File: src/rtl/ct_hpcp_pkg.sv
// ct_hpcp_pkg: shared hpcp counter-overflow constants and write FSM encoding
package ct_hpcp_pkg;
  localparam int HPCP_NUM_CNT = 32;
  typedef enum logic [1:0] {
    CNTOF_IDLE    = 2'd0,
    CNTOF_WAIT_L2 = 2'd1,
    CNTOF_COMMIT  = 2'd2
  } cntof_st_e;
endpackage

File: src/rtl/ct_hpcp_rr_sel.sv
// ct_hpcp_rr_sel: round-robin find-first set bit at or after ptr, wrapping to bit 0
module ct_hpcp_rr_sel #(
  parameter int N = 32,
  localparam int IW = $clog2(N)
) (
  input  logic [N-1:0]  req,
  input  logic [IW-1:0] ptr,
  output logic          vld,
  output logic [IW-1:0] idx
);
  logic [IW-1:0] j;
  always_comb begin
    vld = |req;
    idx = '0;
    j = '0;
    for (int i = N - 1; i >= 0; i--) begin
      j = IW'((int'(ptr) + i) % N);
      if (req[j]) idx = j;
    end
  end
endmodule

File: src/rtl/ct_hpcp_cntof_ctrl.sv
// ct_hpcp_cntof_ctrl: overflow sticky write sequencing behind L2 retire, plus round-robin overflow interrupt arbiter
module ct_hpcp_cntof_ctrl
  import ct_hpcp_pkg::*;
#(
  parameter int NUM_CNT = HPCP_NUM_CNT,
  localparam int IW = $clog2(NUM_CNT)
) (
  input  logic               hpcp_clk,
  input  logic               cpurst_b,
  input  logic               csr_wr_vld,
  input  logic [NUM_CNT-1:0] csr_wr_data,
  output logic               csr_wr_rdy,
  input  logic               l2cnt_wr_done,
  output logic [NUM_CNT-1:0] cntof_wen,
  output logic [NUM_CNT-1:0] cntof_wdata,
  output logic               l2cnt_cmplt_ff,
  input  logic [NUM_CNT-1:0] cntof,
  input  logic [NUM_CNT-1:0] ovf_inten,
  output logic               hpcp_int_req,
  output logic [IW-1:0]      hpcp_int_idx,
  input  logic               hpcp_int_ack
);
  cntof_st_e     st;
  logic [IW-1:0] ptr;
  logic          sel_vld;
  logic [IW-1:0] sel_idx;
  ct_hpcp_rr_sel #(.N(NUM_CNT)) u_rr_sel (
    .req (cntof & ovf_inten),
    .ptr (ptr),
    .vld (sel_vld),
    .idx (sel_idx)
  );
  assign csr_wr_rdy = st == CNTOF_IDLE;
  always_ff @(posedge hpcp_clk or negedge cpurst_b) begin
    if (!cpurst_b) begin
      st             <= CNTOF_IDLE;
      cntof_wen      <= '0;
      cntof_wdata    <= '0;
      l2cnt_cmplt_ff <= 1'b0;
      hpcp_int_req   <= 1'b0;
      hpcp_int_idx   <= '0;
      ptr            <= '0;
    end else begin
      case (st)
        CNTOF_IDLE: if (csr_wr_vld) begin
          st          <= CNTOF_WAIT_L2;
          cntof_wdata <= csr_wr_data;
          cntof_wen   <= '1;
        end
        CNTOF_WAIT_L2: if (l2cnt_wr_done) begin
          st             <= CNTOF_COMMIT;
          l2cnt_cmplt_ff <= 1'b1;
        end
        default: begin
          st             <= CNTOF_IDLE;
          cntof_wen      <= '0;
          l2cnt_cmplt_ff <= 1'b0;
        end
      endcase
      // pending still shows pre-write bits during COMMIT, so hold off launching
      if (hpcp_int_req) begin
        if (hpcp_int_ack) begin
          hpcp_int_req <= 1'b0;
          ptr          <= hpcp_int_idx == IW'(NUM_CNT - 1) ? '0 : hpcp_int_idx + 1'b1;
        end
      end else if (sel_vld && st != CNTOF_COMMIT) begin
        hpcp_int_req <= 1'b1;
        hpcp_int_idx <= sel_idx;
      end
    end
  end
endmodule

File: config.mk
export PLATFORM = sky130hd
export DESIGN_NAME = ct_hpcp_cntof_ctrl
export DESIGN_NICKNAME = d
export VERILOG_FILES = /design/src/rtl/ct_hpcp_pkg.sv /design/src/rtl/ct_hpcp_rr_sel.sv /design/src/rtl/ct_hpcp_cntof_ctrl.sv
export SDC_FILE = /design/constraint.sdc
export NUM_CORES = 1
export LEC_CHECK = 0
export ABC_AREA = 1
export BUFFER_PORTS_ARGS = -buffer_cell sky130_fd_sc_hd__clkbuf_2
export CORE_MARGIN = 10
export CORE_UTILIZATION = 29
export DETAILED_ROUTE_END_ITERATION = 8
export GPL_TIMING_DRIVEN = 0
export PLACE_DENSITY = 0.5
export SYNTH_ARGS = -nofsm -noshare
export SYNTH_HDL_FRONTEND = slang
export SYNTH_SLANG_ARGS = --single-unit
File: constraint.sdc
create_clock -name hpcp_clk -period 6.5 [get_ports hpcp_clk]
set_input_delay 1.3 -clock hpcp_clk [delete_from_list [all_inputs] [get_ports hpcp_clk]]
set_output_delay 1.3 -clock hpcp_clk [all_outputs]
set_load 0.1 [all_outputs]
[Yosys cells after proc, flatten, opt, wreduce, memory -nomap -nowiden]
Index checks and enable logic that the tools add are counted.
Word-level totals
  word-level logic and storage cells: 196
  register bits after elaboration: 78
  input port bits: 101
  output and inout port bits: 72
Operators by class
  equality and inequality tests: 5
  bitwise gates (word level): 4
  reduce and logical (&&, ||, !) cells: 9
  $add $sub $neg: 32
  multiplexer cells: 107
  magnitude comparators: 32
Operator list (number)
  less-than comparator 5 x 6 -> 1 bit, second input constant: 32
  two-way mux 5 bit: 33
  binary-select mux 1 bit (select 5 bit): 32
  adder 5 bit, second input constant: 16
  case mux 32 bit (2 select lines): 1
  adder 5 x 4 -> 5 bit, second input constant: 8
  two-way mux 1 bit: 36
  AND 32 bit: 1
  two-way mux 32 bit: 1
  OR reduction 32 bit: 1
  adder 5 x 3 -> 5 bit, second input constant: 4
  AND reduction 2 bit: 6
  adder 5 x 1 -> 5 bit, second input constant: 2
  adder 5 x 2 -> 5 bit, second input constant: 2
  != test 2 bit, second input constant: 3
  equality test 5 bit, second input constant: 1
  two-way mux 2 bit: 2
  case mux 2 bit (2 select lines): 1
  inverter 1 bit: 3
  equality test 2 x 1 -> 1 bit, second input constant: 1
  zero test 2 bit: 1
  case mux 1 bit (2 select lines): 1
  logical AND 1 bit: 1

[Depth between registers and ports, before layout]
Gate-level depths: netlist of the first run.
  depth in word-level cells: 35
  gate-level depth with buffers: 52
  gate-level depth less buffers: 48

[Cells and area by module]
Synthesis of the first run repeated with hierarchy kept, for this count alone.
Unflattened totals
  cell total of the unflattened synthesis: 1151
  area total of the unflattened synthesis: 6548.8 sq um
Modules (own cells, without submodules)
  ct_hpcp_rr_sel: seq. area each 0.0 sq um, cells each 846, instances 1, area each 4144.0 sq um
  ct_hpcp_cntof_ctrl: seq. area each 1176.1 sq um, cells each 305, instances 1, area each 2404.8 sq um

[Worst setup path before layout of the first run]
Ideal clock, no wire load.
  path type: flip-flop to flip-flop
  start: reg ptr[0]
  end: reg hpcp_int_idx[3]
  path buffers: 5
  setup slack: 2286 ps
  period minus slack after synthesis: 4214 ps
  arrival: 4094 ps
  stages on the path, launching flop included: 52
  required time: 6380 ps
  cell sequence: dfrtp_1 inv_2 buf_2 buf_1 clkbuf_1 ha_1 buf_2 inv_1 buf_2 nand2_1 nand3_1 nand3_1 nand3_2 nand2_4 a21oi_2 nand2_1 nand2_1 nand2_1 [... 16 more ...] nand2_1 nand2_1 nand2_1 nand2_1 nand2_1 nand2_1 nand2_1 nand2_1 nand2_1 nand2_1 nand2_1 nand2_1 nand2_1 nand2_1 nand2_1 nand2_1 nand2_1 nand2_1
Between the ends
  word-level cells in the longest chain between the ends: 35
  elaborated cells between the ends (all ways): 127
  classes of those cells: add/sub (31); mux (96)
RTL lines
  start: declaration: line ct_hpcp_cntof_ctrl.sv:24  | logic [IW-1:0] ptr;
  start signal: assignment: line ct_hpcp_cntof_ctrl.sv:64  | ptr <= hpcp_int_idx == IW'(NUM_CNT - 1) ? '0 : hpcp_int_idx + 1'b1;
  adder 5 bit: line ct_hpcp_rr_sel.sv:17  | j = IW'((int'(ptr) + i) % N);
  binary-select mux 1 bit (select 5 bit): line ct_hpcp_rr_sel.sv:18  | if (req[j]) idx = j;
  two-way mux 1 bit (not written as such): line ct_hpcp_rr_sel.sv:18
  two-way mux 5 bit (31 in series): line ct_hpcp_rr_sel.sv:18
  two-way mux 5 bit *: line ct_hpcp_rr_sel.sv:18
  end signal: assignment: line ct_hpcp_cntof_ctrl.sv:68  | hpcp_int_idx <= sel_idx;
  end: declaration: line ct_hpcp_cntof_ctrl.sv:20  | output logic [IW-1:0] hpcp_int_idx,
Every way passes the cells marked *; elsewhere a longest branch is shown, timed or not. The select of a mux whose other input is x is not followed.
A chain may end at the register's enable or synchronous reset.

[Worst setup path after layout of the first run]
  start: reg ptr[1]
  end: reg hpcp_int_idx[3]
The elaborated chain is that of the path after synthesis.

==> results.json, run 1 <==
{
  "grt_antenna_before_repair": 0,
  "detail_route.vias_per_cell": 4.93,
  "largest_fanout_on_the_critical_path": 14,
  "clk_root_buffer_cell": "sky130_fd_sc_hd__clkbuf_16",
  "io-pin-count": 173,
  "grt_first_pass_wirelength_um": 41800,
  "cts_made_buffers": 5,
  "antenna_violating_nets_post_route": 0,
  "cpMostUsedCell": "sky130_fd_sc_hd__nand2_1",
  "post_syn_area_um2": 6320,
  "timing.hold.worst.class": "flop to flop",
  "floorplan.initialDensity_pct": 29.8,
  "setup_viol_count_final": 0,
  "drtPass1Iterations": 5,
  "critPathMaxStageDelay_ns": 0.72,
  "grt-ovfl-total": 0,
  "worst_path_max_delay_cell": "sky130_fd_sc_hd__buf_1",
  "post_cts_resized": 0,
  "layout-area-overhead-vs-synth_pct": 21.5,
  "drt_iter0_drc": 515,
  "postCtsSetupBuffers": 0,
  "antenna-diode-count": 0,
  "hpwlAfterDp_um": 22200,
  "worstMarginPinSlew_ns": 1.19,
  "floorplan.die.width_um": 168,
  "clock_latency_ns": 0.29,
  "drt_wl_total_um": 26900,
  "post_synth.cell_area_avg_um2": 5.86,
  "number_of_enable_flip_flop_cells_after_synthesis": 0,
  "maxCapViolations": 0,
  "cpLargestDelayFamily": "buffers and inverters",
  "design.final.nets": 1374,
  "outcome": "complete, no violations",
  "num_vias": 7567,
  "yosys_register_bits": 47,
  "clock-sinks": 47,
  "cts_buffer_depth": 2,
  "first_global_vias": 7477,
  "fp.coreArea_um2": 21200,
  "syn-num-nets": 1195,
  "design.die.area_um2": 28100,
  "clock_skew_ns": 0.00408,
  "worst_ep_required_time_ns": 6.68,
  "maximum_clock_rate_mhz": 169,
  "ys_seq_area_share_pct": 18.6,
  "start_kind": "flop",
  "tritoncts": "done",
  "timing.final.max_slew_violations": 0,
  "gp_routability_congestion": 0.959,
  "filler_cell_count": 2414,
  "route.detailed.wl_per_inst_um": 17.6,
  "synth.largest_area_cell": "sky130_fd_sc_hd__nand2_1",
  "vertical_extent_of_the_die_um": 168,
  "gr-usage-all-layers_pct": 18.4,
  "cts.htree.levels": 2,
  "count_of_endpoints_failing_hold_in_the_final_timing_report": 0,
  "synthFlopType": "sky130_fd_sc_hd__dfrtp_1",
  "finalCriticalPeriod_ns": 5.91,
  "worst_ep_arrival_time_ns": 6.09,
  "worst_path_buf_inv": 6,
  "layout_worst_path_cycle_share_pct": 91.0,
  "max-slew-margin-rel_pct": 20.1,
  "synth_top_area_share_pct": 24.3,
  "post-synth-top-count-cell": "sky130_fd_sc_hd__nand2_1",
  "synth_area_leaders": "sky130_fd_sc_hd__nand2_1 (24%), sky130_fd_sc_hd__dfrtp_1 (19%), sky130_fd_sc_hd__nand3_1 (13%)",
  "drive_above_1_share_pct": 23.9,
  "synthTopCellsByCount": "sky130_fd_sc_hd__nand2_1 (410), sky130_fd_sc_hd__nand3_1 (170), sky130_fd_sc_hd__a21oi_1 (105)",
  "crit_path_end_kind": "flop",
  "fin_tns_setup_ns": 0,
  "synth_async_sr_flop_share_pct": 100,
  "synthCells": 1079,
  "cts_hold_repair.buffers": 0,
  "rsz0062_at_grt": "false",
  "yosys.cell_types.count": 38,
  "numPortBuffers": 172,
  "rows": 53,
  "synth-warning-count": 0,
  "detail_route.drc_violations": 0,
  "clkTransAtPathRegs_ns": 0.06,
  "maximum_number_of_pins_on_one_net_before_global_route_repair": 48,
  "timing_worst_setup_path_type": "flop to flop"
}
-- logic make-up (layout without fill, tap and decap cells) --
family | Yosys count | in the layout | share of synthesized area [%]
compound gates | 173 | 173 | 14.7
flops | 47 | 47 | 18.6
xor+xnor | 19 | 19 | 3.52
simple gates | 635 | 635 | 42.4
fa+ha+maj | 15 | 15 | 2.97
buf+inv | 158 | 338 | 12.2
mux | 32 | 32 | 5.70
-- through the flow --
stage	hold WS, ns	cell area [um2]	setup slack, ns	utilization, %	std cells
finish	0.505	7690	0.587	36.2	1534
global route	0.519	7690	0.122	36.2	1534
CTS	0.508	7690	0.718	36.2	1534
detailed placement	0.494	7530	0.726	35.5	1526
global placement	0.488	7530	0.667	35.5	1526
floorplan	0.462	6320	2.29	-	1079
-- cell usage in the layout, fill, tap and decap left out, types with 3 or more instances in the layout --
master	Yosys	layout
sky130_fd_sc_hd__ha_1	15	15
sky130_fd_sc_hd__buf_6	4	4
sky130_fd_sc_hd__o22ai_1	4	4
sky130_fd_sc_hd__nand4_1	9	9
sky130_fd_sc_hd__buf_1	3	3
sky130_fd_sc_hd__inv_1	76	76
sky130_fd_sc_hd__xor2_1	11	11
sky130_fd_sc_hd__nand2_1	410	410
sky130_fd_sc_hd__nand3_2	4	4
sky130_fd_sc_hd__clkbuf_2	0	172
sky130_fd_sc_hd__xor2_2	4	4
sky130_fd_sc_hd__a21oi_1	105	105
sky130_fd_sc_hd__o21ai_0	20	20
sky130_fd_sc_hd__clkbuf_1	9	10
sky130_fd_sc_hd__nor2_1	32	32
sky130_fd_sc_hd__inv_2	14	14
sky130_fd_sc_hd__nand3_1	170	170
sky130_fd_sc_hd__buf_2	17	17
sky130_fd_sc_hd__dfrtp_1	47	47
sky130_fd_sc_hd__nand2_2	3	3
sky130_fd_sc_hd__mux2_2	32	32
sky130_fd_sc_hd__buf_4	34	34
sky130_fd_sc_hd__o21a_1	4	4
sky130_fd_sc_hd__o21ai_1	20	20
sky130_fd_sc_hd__a31oi_1	13	13
sky130_fd_sc_hd__clkbuf_16	0	5
-- routing by layer --
| layer | GRT usage (%) | wire, um | up-vias |
|---|---|---|---|
| li1 | - | - | 3880 |
| met1 | 24.3 | 12400 | 3371 |
| met2 | 30.2 | 12000 | 295 |
| met3 | 4.00 | 2190 | 21 |
| met4 | 3.07 | 356 | 0 |
| met5 | 0 | 0 | - |
-- final cells by class --
class	instances	area (um2)	area share (%)
sequential	47	1180	15.3
timing repair buffer	172	861	11.2
clock buffer	8	156	2.03
tap	275	344	4.48
multi-input combinational	874	4380	56.9
buffer	67	430	5.60
inverter	91	342	4.44
-- flip-flops by register name, indices dropped and copies added (netlist names) --
signal	cells
cntof_wdata	32
l2cnt_cmplt_ff	1
ptr	5
st	2
hpcp_int_req	1
hpcp_int_idx	5
cntof_wen	1
-- worst reg2reg max path: cells and delay by family (launching register included) --
kind,cells,cell delay [ns]
and+or+nand+nor,31,2.08
AOI/OAI and AO/OA,2,0.77
DFF,1,0.41
adders and majority gates,1,0.41
buffers and inverters,6,2.16
-- final timing paths --
path                                 start               to  slack [ns]  cells after the start
setup / recovery                    ptr[1]  hpcp_int_idx[3]        0.59                     40
hold / removal             cntof_wdata[22]  cntof_wdata[22]        0.50                      1
setup reg to reg                    ptr[1]  hpcp_int_idx[3]        0.59                     40
hold reg to reg            cntof_wdata[22]  cntof_wdata[22]        0.50                      1
max in group asynchronous         cpurst_b   cntof_wdata[2]        4.55                      1
min in group asynchronous         cpurst_b  cntof_wdata[10]        1.24                      1
Power of run 1 is not shown: default switching activity piles up to over one toggle a cycle in this logic, so the estimate is an artifact.
==> inputs of run 2 (changes only) <==
--- a/config.mk
+++ b/config.mk
@@ -9,6 +9,7 @@
 export BUFFER_PORTS_ARGS = -buffer_cell sky130_fd_sc_hd__clkbuf_2
 export CORE_MARGIN = 10
 export CORE_UTILIZATION = 29
+export CTS_BUF_LIST = sky130_fd_sc_hd__clkbuf_2
 export DETAILED_ROUTE_END_ITERATION = 8
 export GPL_TIMING_DRIVEN = 0
 export PLACE_DENSITY = 0.5
==> results.json, run 2 (same netlist as run 1, synthesis figures left out) <==
{
  "placed_area_um2": 7530,
  "outcome": "complete, no violations",
  "worst_path_max_delay_cell": "sky130_fd_sc_hd__buf_1",
  "filler_cell_count": 2426,
  "most_frequent_standard_cell_in_the_layout_excluding_fill_and_tap_cells": "sky130_fd_sc_hd__nand2_1",
  "drt_wl_total_um": 26900,
  "maxCapViolations": 0,
  "layout-area-overhead-vs-synth_pct": 19.6,
  "first_global_vias": 7468,
  "hpwlAfterDp_um": 22200,
  "top_regs": "cntof_wdata (32), hpcp_int_idx (5), ptr (5)",
  "largest_fanout_on_the_critical_path": 14,
  "grt_antenna_before_repair": 0,
  "start_kind": "flop",
  "worstHoldPathCells": 1,
  "r2r_slack_ns": 0.58,
  "timing.hold.worst.class": "flop to flop",
  "timing_worst_setup_path_type": "flop to flop",
  "largest_reg_flops": 32,
  "placedCellCount": 1526,
  "finalCriticalPeriod_ns": 5.92,
  "maximum_number_of_pins_on_one_net_before_global_route_repair": 48,
  "layout_worst_path_cycle_share_pct": 91.1,
  "maximum_clock_rate_mhz": 169,
  "fp.coreArea_um2": 21200,
  "route.detailed.wl_per_inst_um": 17.6,
  "mostFrequentLayoutCells": "sky130_fd_sc_hd__nand2_1 (410), sky130_fd_sc_hd__clkbuf_2 (178), sky130_fd_sc_hd__nand3_1 (170)",
  "post_cts_resized": 0,
  "whs_endpoint": "l2cnt_cmplt_ff",
  "seqCellArea_um2": 1180,
  "setup_viol_count_final": 0,
  "drive_above_1_share_pct": 23.8,
  "postCtsSetupBuffers": 0,
  "final_design_area_no_fill_um2": 7570,
  "cpMostUsedCell": "sky130_fd_sc_hd__nand2_1",
  "fin_tns_setup_ns": 0,
  "gr-usage-all-layers_pct": 18.3,
  "vertical_extent_of_the_die_um": 168,
  "worstReg2RegEnd": "hpcp_int_idx[3]",
  "numPortBuffers": 172,
  "num_vias": 7589,
  "worstMarginPinSlew_ns": 1.19,
  "max-slew-margin-rel_pct": 20.0,
  "worst_ep_required_time_ns": 6.83,
  "count_of_endpoints_failing_hold_in_the_final_timing_report": 0,
  "cts.htree.levels": 2,
  "final_cells": 1534,
  "design.final.nets": 1374,
  "crit_path_end_kind": "flop",
  "regMostFlops": "cntof_wdata",
  "detail_route.drc_violations": 0,
  "cts_buffer_depth": 2,
  "holdWs_ns": 0.528,
  "regToRegStartpoint": "ptr[1]",
  "drtPass1Iterations": 5,
  "rows": 53,
  "clock-sinks": 47,
  "clkTransAtPathRegs_ns": 0.22,
  "drt_iter0_drc": 486,
  "r2r_cells": 40,
  "multi_input_gate_area_um2": 4380,
  "tritoncts": "done",
  "hold_start": "st[1]",
  "floorplan.die.width_um": 168,
  "timing.final.max_slew_violations": 0,
  "floorplan.initialDensity_pct": 29.8,
  "io-pin-count": 173,
  "gp_routability_congestion": 0.959,
  "rsz0062_at_grt": "false",
  "grt-ovfl-total": 0,
  "detail_route.vias_per_cell": 4.95,
  "worst_ep_arrival_time_ns": 6.25,
  "cts_hold_repair.buffers": 0,
  "clock_skew_ns": 0.00493,
  "antenna_violating_nets_post_route": 0,
  "clk_root_buffer_cell": "sky130_fd_sc_hd__clkbuf_2",
  "antenna-diode-count": 0,
  "grt_first_pass_wirelength_um": 41700,
  "design.die.area_um2": 28100,
  "cts_made_buffers": 5,
  "critPathMaxStageDelay_ns": 0.71,
  "clock_latency_ns": 0.41
}
## run 2: layout make-up
type	count	share of cell area, %
inverter	91	4.51
timing repair buffer	172	11.4
tap	275	4.55
clock buffer	6	0.397
multi-input combinational	874	57.8
sequential	47	15.5
buffer	67	5.69
clock inverter	2	0.0992
## run 2: per-layer routing
metal / part of all wire [%] / global-route usage, % / routed length [um] / up-vias
li1: - / - / - / 3884
met1: 46 / 24.3 / 12400 / 3386
met2: 45 / 30.2 / 12100 / 300
met3: 7.8 / 3.93 / 2100 / 19
met4: 1.2 / 3.07 / 320 / 0
met5: 0 / 0 / 0 / -
## run 2: through the flow
stage / util (%) / worst slack [ns]
2_1_floorplan: - / 2.29
3_3_place_gp: 35.5 / 0.667
3_5_place_dp: 35.5 / 0.726
4_1_cts: 35.7 / 0.696
5_1_grt: 35.7 / 0.0968
6_report: 35.7 / 0.579
## run 2: worst max-delay path by stage
stage                     startpoint               to  slack, ns  depth (start not counted)
after floorplan               ptr[0]  hpcp_int_idx[3]       2.29                         51
after global placement        ptr[1]  hpcp_int_idx[3]       0.67                         40
after detailed placement      ptr[1]  hpcp_int_idx[3]       0.73                         40
after CTS                     ptr[1]  hpcp_int_idx[3]       0.70                         40
after global routing          ptr[1]  hpcp_int_idx[1]        0.1                         45
final                         ptr[1]  hpcp_int_idx[3]       0.58                         40
## run 2: worst max-delay path, delay by kind of cell (launching register included)
kind | cells | cell delay (ns)
DFF | 1 | 0.47
buffers and inverters | 6 | 2.12
adders and majority gates | 1 | 0.40
AOI/OAI and AO/OA | 2 | 0.76
and+or+nand+nor | 31 | 2.07
Power of run 2 is left out for the same reason.
==> inputs of run 3 (changes only) <==
--- a/config.mk
+++ b/config.mk
@@ -12,7 +12,8 @@
 export CTS_BUF_LIST = sky130_fd_sc_hd__clkbuf_2
 export DETAILED_ROUTE_END_ITERATION = 8
 export GPL_TIMING_DRIVEN = 0
-export PLACE_DENSITY = 0.5
+export PLACE_DENSITY = 0.57
 export SYNTH_ARGS = -nofsm -noshare
 export SYNTH_HDL_FRONTEND = slang
+export SYNTH_HIERARCHICAL = 1
 export SYNTH_SLANG_ARGS = --single-unit
==> results.json, run 3 <==
{
  "outcome": "complete, no violations",
  "post_synth.cell_area_avg_um2": 5.69,
  "numPortBuffers": 171,
  "timing.final.max_slew_violations": 0,
  "fin_tns_setup_ns": 0,
  "filler_cell_count": 2540,
  "route.detailed.wl_per_inst_um": 16.5,
  "num_vias": 8105,
  "rsz0062_at_grt": "false",
  "post_cts_resized": 0,
  "grt_first_pass_wirelength_um": 41800,
  "synthTopCellsByCount": "sky130_fd_sc_hd__nand2_1 (420), sky130_fd_sc_hd__nand3_1 (214), sky130_fd_sc_hd__inv_1 (106)",
  "design.die.area_um2": 29000,
  "yosys.cell_types.count": 42,
  "clkTransAtPathRegs_ns": 0.26,
  "maximum_number_of_pins_on_one_net_before_global_route_repair": 48,
  "mostFrequentLayoutCells": "sky130_fd_sc_hd__nand2_1 (420), sky130_fd_sc_hd__nand3_1 (214), sky130_fd_sc_hd__clkbuf_2 (176)",
  "io-pin-count": 173,
  "gr-usage-all-layers_pct": 18.1,
  "worst_path_buf_inv": 8,
  "count_of_endpoints_failing_hold_in_the_final_timing_report": 0,
  "synth_area_leaders": "sky130_fd_sc_hd__nand2_1 (24%), sky130_fd_sc_hd__dfrtp_1 (18%), sky130_fd_sc_hd__nand3_1 (16%)",
  "cpMostUsedCell": "sky130_fd_sc_hd__nand2_1",
  "maxCapViolations": 0,
  "clock_skew_ns": 0.0360,
  "start_kind": "flop",
  "rows": 54,
  "crit_path_end": "hpcp_int_idx[3]",
  "grt_antenna_before_repair": 0,
  "max-slew-margin-rel_pct": 20.6,
  "worst_path_max_delay_cell": "sky130_fd_sc_hd__clkbuf_1",
  "worstMarginPinSlew_ns": 1.19,
  "cts.htree.levels": 2,
  "cpLargestDelayFamily": "simple AND/OR/NAND/NOR gates",
  "crit_path_end_kind": "flop",
  "r2r_cells": 46,
  "top_regs": "cntof_wdata (32), hpcp_int_idx (5), ptr (5)",
  "drt_iter0_drc": 621,
  "number_of_enable_flip_flop_cells_after_synthesis": 0,
  "drtPass1Iterations": 5,
  "largest_fanout_on_the_critical_path": 14,
  "yosys_register_bits": 47,
  "synth_async_sr_flop_share_pct": 100,
  "grt-ovfl-total": 0,
  "antenna_violating_nets_post_route": 0,
  "synth-warning-count": 6,
  "most_frequent_standard_cell_in_the_layout_excluding_fill_and_tap_cells": "sky130_fd_sc_hd__nand2_1",
  "detail_route.vias_per_cell": 5.03,
  "regMostFlops": "cntof_wdata",
  "synth.largest_area_cell": "sky130_fd_sc_hd__nand2_1",
  "worst-path-stages": 46,
  "worstReg2RegEnd": "hpcp_int_idx[3]",
  "synthFlopType": "sky130_fd_sc_hd__dfrtp_1",
  "synth_top_area_share_pct": 24.1,
  "ys_seq_area_share_pct": 18.0,
  "first_global_vias": 7621,
  "finalCriticalPeriod_ns": 5.76,
  "cts_buffer_depth": 2,
  "maximum_clock_rate_mhz": 174,
  "fp.coreArea_um2": 22000,
  "postCtsSetupBuffers": 0,
  "tritoncts": "done",
  "clock-sinks": 47,
  "largest_reg_flops": 32,
  "floorplan.die.width_um": 170,
  "syn-num-nets": 1267,
  "worst_ep_required_time_ns": 6.90,
  "setup_viol_count_final": 0,
  "layout_worst_path_cycle_share_pct": 88.5,
  "synthCells": 1151,
  "vertical_extent_of_the_die_um": 170,
  "hpwlAfterDp_um": 22100,
  "gp_routability_congestion": 0.970,
  "critPathMaxStageDelay_ns": 0.65,
  "regToRegStartpoint": "ptr[1]",
  "timing.hold.worst.class": "flop to flop",
  "drt_wl_total_um": 26500,
  "floorplan.initialDensity_pct": 29.7,
  "post_syn_area_um2": 6550,
  "post-synth-top-count-cell": "sky130_fd_sc_hd__nand2_1",
  "critPathLaunch": "ptr[1]",
  "clk_root_buffer_cell": "sky130_fd_sc_hd__clkbuf_2",
  "clock_latency_ns": 0.46,
  "worstHoldPathCells": 2,
  "cts_hold_repair.buffers": 0,
  "detail_route.drc_violations": 0,
  "r2r_slack_ns": 0.74,
  "layout-area-overhead-vs-synth_pct": 19.5,
  "drive_above_1_share_pct": 22.3,
  "timing_worst_setup_path_type": "flop to flop",
  "worst_ep_arrival_time_ns": 6.15,
  "antenna-diode-count": 0,
  "design.final.nets": 1445,
  "cts_made_buffers": 5
}
run 3: cell types whose count changed after synthesis, moves of 6 or more:
| cell | delta |
|---|---|
| sky130_fd_sc_hd__nand3_1 | +44 |
| sky130_fd_sc_hd__mux2_2 | -32 |
| sky130_fd_sc_hd__inv_1 | +30 |
| sky130_fd_sc_hd__nand2_1 | +10 |
| sky130_fd_sc_hd__buf_4 | +7 |
| sky130_fd_sc_hd__buf_6 | +7 |
| sky130_fd_sc_hd__o21ai_0 | +7 |
| sky130_fd_sc_hd__nand2_2 | +6 |
| sky130_fd_sc_hd__nand4_1 | -6 |
run 3: worst min-delay path by stage:
stage	startpoint	end	slack [ns]
floorplan	ptr[4]	ptr[4]	0.45
global placement	cntof_wdata[31]	cntof_wdata[31]	0.46
detailed placement	cntof_wdata[3]	cntof_wdata[3]	0.46
CTS	cntof_wdata[18]	cntof_wdata[18]	0.51
global route	cntof_wdata[21]	cntof_wdata[21]	0.54
finish	cntof_wdata[18]	cntof_wdata[18]	0.51
run 3: routing by layer:
metal | track usage (%) | vias up | wire length [um]
li1 | - | 4092 | -
met1 | 24.1 | 3653 | 11600
met2 | 29.7 | 332 | 12100
met3 | 3.29 | 28 | 2360
met4 | 3.70 | 0 | 426
met5 | 0 | - | 0
run 3: cell families (layout without fill, tap and decap cells):
logic type | Yosys count | after routing | synth area share, %
buffers and inverters | 196 | 375 | 15.5
AO/OA/AOI/OAI | 176 | 176 | 14.4
XOR/XNOR | 15 | 15 | 3.10
AND/OR/NAND/NOR | 702 | 702 | 46.2
flip-flops | 47 | 47 | 18.0
adder cells (fa/ha/maj) | 15 | 15 | 2.87
run 3: metrics by stage:
stage	utilization (%)	setup WS, ns	cells	instance area [um2]	hold slack [ns]
finish	35.5	0.745	1610	7830	0.509
floorplan	-	2.18	1151	6550	0.450
CTS	35.5	0.802	1610	7830	0.514
global route	35.5	0.145	1610	7830	0.537
detailed placement	35.2	0.871	1602	7750	0.461
global placement	35.2	0.885	1602	7750	0.455
run 3: worst min-delay path: cells and delay by family, from the launching register on:
kind / cells / cell delay [ns]
DFF: 1 / 0.40
and+or+nand+nor: 2 / 0.10
run 3: cell type report:
cell class,instances,area [um2],area share (%)
tap,280,350,4.48
sequential,47,1180,15.0
multi-input combinational,908,4360,55.6
clock inverter,3,47.5,0.607
buffer,76,564,7.21
inverter,120,453,5.79
timing repair buffer,171,856,10.9
clock buffer,5,25.0,0.320
Power of run 3 is left out for the same reason.
